### src/rtl/instr_fetch_queue.sv
// Sequential-instruction prefetch queue: fetches over a req/ack memory port and
// buffers {instruction, PC+4} pairs for IF/ID, flushing on taken-branch redirects.
module instr_fetch_queue #(
  parameter int          DEPTH    = 4,
  parameter logic [31:0] RESET_PC = 32'h0000_0000
) (
  input  logic                       clk_i,
  input  logic                       rst_i,
  input  logic                       redirect_i,
  input  logic [31:0]                redirect_pc_i,
  output logic                       mem_req_o,
  output logic [31:0]                mem_addr_o,
  input  logic                       mem_ack_i,
  input  logic [31:0]                mem_data_i,
  input  logic                       deq_ready_i,
  output logic                       deq_valid_o,
  output logic [31:0]                deq_instr_o,
  output logic [31:0]                deq_pc_o,
  output logic [$clog2(DEPTH+1)-1:0] level_o
);

  localparam int PW = $clog2(DEPTH);
  localparam int CW = $clog2(DEPTH+1);
  localparam logic [CW-1:0] FULL = CW'(DEPTH);

  typedef enum logic [1:0] {IDLE, REQ, DRAIN} state_e;

  state_e          state_q, state_d;
  logic            req_q, req_d;
  logic [31:0]     fetch_pc_q, fetch_pc_d;
  logic [31:0]     pending_pc_q, pending_pc_d;
  logic [PW-1:0]   wr_ptr_q, wr_ptr_d;
  logic [PW-1:0]   rd_ptr_q, rd_ptr_d;
  logic [CW-1:0]   count_q, count_d;
  logic [31:0]     instr_mem [DEPTH];
  logic [31:0]     pc_mem    [DEPTH];
  logic            push, pop;

  assign mem_req_o   = req_q;
  assign mem_addr_o  = fetch_pc_q;
  assign deq_valid_o = (count_q != '0);
  assign deq_instr_o = deq_valid_o ? instr_mem[rd_ptr_q] : '0;
  assign deq_pc_o    = deq_valid_o ? pc_mem[rd_ptr_q] : '0;
  assign level_o     = count_q;
  assign pop         = deq_valid_o & deq_ready_i & ~redirect_i;

  always_comb begin
    state_d      = state_q;
    fetch_pc_d   = fetch_pc_q;
    pending_pc_d = pending_pc_q;
    push         = 1'b0;
    case (state_q)
      IDLE: begin
        if (redirect_i) begin
          fetch_pc_d = redirect_pc_i;
          state_d    = REQ;
        end else if (count_q < FULL) begin
          state_d = REQ;
        end
      end
      REQ: begin
        if (redirect_i) begin
          // The outstanding request cannot be aborted; its data is dropped on arrival.
          if (mem_ack_i) begin
            fetch_pc_d = redirect_pc_i;
          end else begin
            pending_pc_d = redirect_pc_i;
            state_d      = DRAIN;
          end
        end else if (mem_ack_i) begin
          push       = 1'b1;
          fetch_pc_d = fetch_pc_q + 32'd4;
          if ((count_q + CW'(1) - CW'(pop)) >= FULL) state_d = IDLE;
        end
      end
      DRAIN: begin
        if (mem_ack_i) begin
          fetch_pc_d = redirect_i ? redirect_pc_i : pending_pc_q;
          state_d    = REQ;
        end else if (redirect_i) begin
          pending_pc_d = redirect_pc_i;
        end
      end
      default: state_d = IDLE;
    endcase
    req_d = (state_d != IDLE);
  end

  always_comb begin
    wr_ptr_d = wr_ptr_q;
    rd_ptr_d = rd_ptr_q;
    count_d  = count_q;
    if (redirect_i) begin
      wr_ptr_d = '0;
      rd_ptr_d = '0;
      count_d  = '0;
    end else begin
      wr_ptr_d = wr_ptr_q + PW'(push);
      rd_ptr_d = rd_ptr_q + PW'(pop);
      count_d  = count_q + CW'(push) - CW'(pop);
    end
  end

  always_ff @(posedge clk_i) begin
    if (rst_i) begin
      state_q    <= IDLE;
      req_q      <= 1'b0;
      fetch_pc_q <= RESET_PC;
      wr_ptr_q   <= '0;
      rd_ptr_q   <= '0;
      count_q    <= '0;
    end else begin
      state_q    <= state_d;
      req_q      <= req_d;
      fetch_pc_q <= fetch_pc_d;
      wr_ptr_q   <= wr_ptr_d;
      rd_ptr_q   <= rd_ptr_d;
      count_q    <= count_d;
    end
  end

  // Storage and pending target carry data only; their contents are qualified by count/state.
  always_ff @(posedge clk_i) begin
    pending_pc_q <= pending_pc_d;
    if (push) begin
      instr_mem[wr_ptr_q] <= mem_data_i;
      pc_mem[wr_ptr_q]    <= fetch_pc_q + 32'd4;
    end
  end

endmodule

### config.mk
export PLATFORM = sky130hd
export DESIGN_NAME = instr_fetch_queue
export DESIGN_NICKNAME = d
export VERILOG_FILES = /design/src/rtl/instr_fetch_queue.sv
export SDC_FILE = /design/constraint.sdc
export NUM_CORES = 1
export LEC_CHECK = 0
export BUFFER_PORTS_ARGS = -buffer_cell sky130_fd_sc_hd__clkbuf_2
export CORE_MARGIN = 2
export CORE_UTILIZATION = 25
export DETAILED_ROUTE_END_ITERATION = 10
export PLACE_DENSITY_LB_ADDON = 0.12
export SYNTH_ARGS = -nofsm -noshare
export SYNTH_HDL_FRONTEND = slang
export SYNTH_SLANG_ARGS = --single-unit
### constraint.sdc
create_clock -name clk_i -period 10.3 [get_ports clk_i]
set_input_delay 1.545 -clock clk_i [delete_from_list [all_inputs] [get_ports clk_i]]
set_output_delay 1.545 -clock clk_i [all_outputs]
set_load 0.02 [all_outputs]
# Word-level counts from Yosys, hierarchy flattened
# Memories as Yosys holds them, arrays and structs flattened. A register that Yosys moved wholly into a read port is not among the register bits.
# Cells that the tools add are included.
# W data, S select, Z words.
# word_totals
register_bits	74
latchBits	0
ramBits	256
mem_bits_ro	0
inputBits	69
n_memories	2
# classes
n_addsub	7
multipliers	0
div_mod_pow	0
order_cmp	2
eq_ne	8
shift	0
n_mux	28
n_bitwise	3
n_reduce_logical	8
# memory_table
memory	words	word_bits	rd	rd_ports_with_merged_regs	write_ports	line	source
instr_mem	4	32	1	1	1	35	logic [31:0] instr_mem [DEPTH];
pc_mem	4	32	1	1	1	36	logic [31:0] pc_mem [DEPTH];
# op_table
cell	count
$mux W32	11
$pmux W32 S3	1
$pmux W32 S2	1
$add A32 B3 Y32 const B	1
$mux W2	9
$ne A2 B2 Y1 const B	6
$reduce_and A4 Y1	2
$pmux W2 S3	1
$reduce_bool A3 Y1	2
$sub A3 B1 Y3	2
$mux W1	5
$add A2 B1 Y2	2
$reduce_bool A2 Y1	2
$add A3 B1 Y3	1
$add A3 B1 Y3 const B	1
$ge A3 B3 Y1 const B	1
$lt A3 B3 Y1 const B	1
$and A1 B1 Y1	2
$eq A2 B1 Y1 const B	1
$eq A2 B2 Y1 const B	1
$logic_not A2 Y1	1
$reduce_or A2 Y1	1
$not A1 Y1	1

# Longest topological paths before layout
# depth
depth_word	10
ltp_mapped	13
depth_no_buf	12

# Least setup slack after synthesis
# No wires, ideal clock.
# synth_path
path_type	in2reg
from	in redirect_i
to	mem instr_mem[1][0], enable pin
arrival_ns	7.080
path_slack_ns	2.642
path_stages	5
cell_sequence	clkbuf_1 -> nor2b_1 -> clkbuf_1 -> nand2_1 -> nor3b_1
# synth_via
elab_chain_len	4
# synth_lines
item	line	source
start, declared	9	input logic redirect_i,
$mux W1	62	if (redirect_i) begin
$mux W1	52	case (state_q)
$mux W1	125	if (push) begin
$mux W1 (implied by the code)	126	instr_mem[wr_ptr_q] <= mem_data_i;
end, declared	35	
# No other way between the ends.

==> results_dict.tcl <==
set metrics [dict create \
    ys_types 63 \
    worstPathMaxFanout 47 \
    vias_per_cell 4.619 \
    relSlewSlack_pct 26.45 \
    worst_setup_path_start_kind "register" \
    fmax_mhz 215.9 \
    die-height_um 242.5 \
    synth_nets 1038 \
    synth-main-ff-cell "edfxtp_1" \
    ys_async_sr_fraction_pct 0 \
    setup_viol 0 \
    core-area_um2 56280 \
    rsz0062_at_grt "false" \
    arrival_ns 3.09 \
    grt_pass1_vias 9204 \
    io_pins 170 \
    maxCapViolCount 0 \
    firstDrtPassIters 7 \
    dr.first_iter.drc_count 585 \
    die_x_um 242.5 \
    cp.required_ns 8.76 \
    powerDensity_nw_per_um2 192.8 \
    htree_levels 2 \
    clock_skew_ns 0.009901 \
    fin_crit_sh_pct 44.98 \
    path_clk_slew_ns 0.06 \
    postRouteAntennaNets 0 \
    min-delay-path-class "register to register" \
    worstSetupPathType "register to output port" \
    regArea_um2 9497 \
    synth-edff-count 288 \
    clockRootBuffer "clkbuf_16" \
    initial_core_util_pct 25.27 \
    finish.utilization_pct 30.93 \
    gp_congestion 0.7745 \
    use_met2_pct 22.58 \
    diodes 0 \
    cts_hold_buf 0 \
    grt_util_all_layers_pct 14.38 \
    yosysSeqAreaShare_pct 66.72 \
    nFillCells 5687 \
    layout_commonest_cell "edfxtp_1" \
    area_delta_synth_final_pct 22.40 \
    ir_drop_v 0.0001155 \
    hold_viol 0 \
    final_cell_mix "edfxtp_1, clkbuf_2, nand2_1" \
    tns_ns 0 \
    cts_buffers 40 \
    num_vias 8877 \
    hold_slack_ns 0.5201 \
    port_buffers 169 \
    cts_tree "yes" \
    postSynthCellCount 959 \
    die_area_um2 58810 \
    finalCriticalPeriod_ns 4.633 \
    core.rowCount 87 \
    grt_overflow_total 0 \
    yosys_warnings 0 \
    antenna_found_initial 0 \
    drive_gt1_share_pct 29.25 \
    insertion_delay_ns 0.57 \
    clock_path_buffers 3 \
    detail_route.wl_per_cell_um 21.93 \
    syn_area_um2 14220 \
    routed_wl_mm 42.15 \
    syn_area_per_cell_um2 14.83 \
    layout.nets 1214 \
    grt_max_degree 66 \
    ys_ff_latch 330 \
    multiInputGateArea_um2 4509 \
    drc 0 \
    gr-usage-met1_pct 20.18 \
    hpwl_mm 27.36 \
    busiest_layer "met2" \
    tightest_slew_ns 1.093 \
    status "finished clean" \
    postCtsSetupBuffers 0 \
    cts.sinks 330 \
    grt_pass1_wl_mm 62.87 \
    cts.repair.resized 0 \
    leakage_nw 6.139 \
    critPathCaptureType "output port" \
    met3_usage_pct 2.526 \
    drv_slew 0 \
]
worst max-delay path, cell delays in order (launching register included):
cell and delay (ns):
dfxtp_4 0.60, buf_4 0.82, mux4_2 0.61, and2_1 0.21, clkbuf_2 0.16
cell usage after synthesis, types with 12 or more instances:
cell,instances,area [um^2]
a21oi_1,14,70.07
a221oi_1,15,131.4
and2_1,69,431.7
clkbuf_1,39,146.4
dfxtp_1,42,840.8
edfxtp_1,288,8648
inv_1,18,67.56
mux4_2,64,1441
nand2_1,126,473.0
nand3_1,16,80.08
nor2_1,27,101.4
nor3_1,21,105.1
o21ai_0,27,135.1
xnor2_1,17,148.9
xor2_1,12,105.1
metrics by stage:
stage	power (mW)	instance area [um^2]	std cells	worst slack (ns)
floorplan	1.738	14220	959	2.642
global placement	1.883	16000	1849	6.113
detailed placement	1.884	16000	1849	6.098
CTS	3.403	17410	1922	5.506
global route	3.486	17410	1922	5.394
finish	3.356	17410	1922	5.667
state kept, by name, summed over array words and instances, names as in the netlist:
| register | cells |
|---|---|
| instr_mem | 128 |
| level_o | 3 |
| mem_addr_o | 32 |
| mem_req_o | 1 |
| pc_mem | 128 |
| pending_pc_q | 32 |
| rd_ptr_q | 2 |
| state_q | 2 |
| wr_ptr_q | 2 |
where the power goes:
group	internal (mW)	switching, mW	leakage (nW)
combinational	0.0985	0.200	2.49
clock	0.924	0.581	0.674
sequential	1.51	0.0452	2.97
per-layer routing:
layer	wire (um)	share of wire, %	vias up
li1	-	-	4067
met1	19820	47	4510
met2	19450	46	249
met3	1973	4.7	51
met4	909	2.2	0
met5	0	0	-
final timing paths:
path / startpoint / depth (start not counted) / slack [ns] / end
worst max-delay path: rd_ptr_q[0] / 4 / 5.67 / deq_pc_o[28]
worst min-delay path: mem_addr_o[21] / 2 / 0.52 / mem_addr_o[21]
worst max register to register: state_q[0] / 7 / 7.03 / mem_addr_o[22]
worst min register to register: mem_addr_o[21] / 2 / 0.52 / mem_addr_o[21]
final cells by class:
type                       count  share of cell area (%)
timing repair buffer         187                   5.635
clock inverter                26                   1.948
inverter                      18                  0.3881
tap                          756                   5.434
multi-input combinational    558                   25.90
sequential                   330                   54.55
clock buffer                  47                   6.138
kinds of logic after synthesis:
| kind of cell | after synthesis | synth area share (%) |
|---|---|---|
| buf+inv | 71 | 1.944 |
| fa+ha+maj | 10 | 0.9325 |
| compound gates | 132 | 6.757 |
| simple gates | 317 | 11.30 |
| xor+xnor | 29 | 1.786 |
| mux | 70 | 10.57 |
| flops | 330 | 66.72 |
No activity file was read; power rests on OpenSTA's default activity.
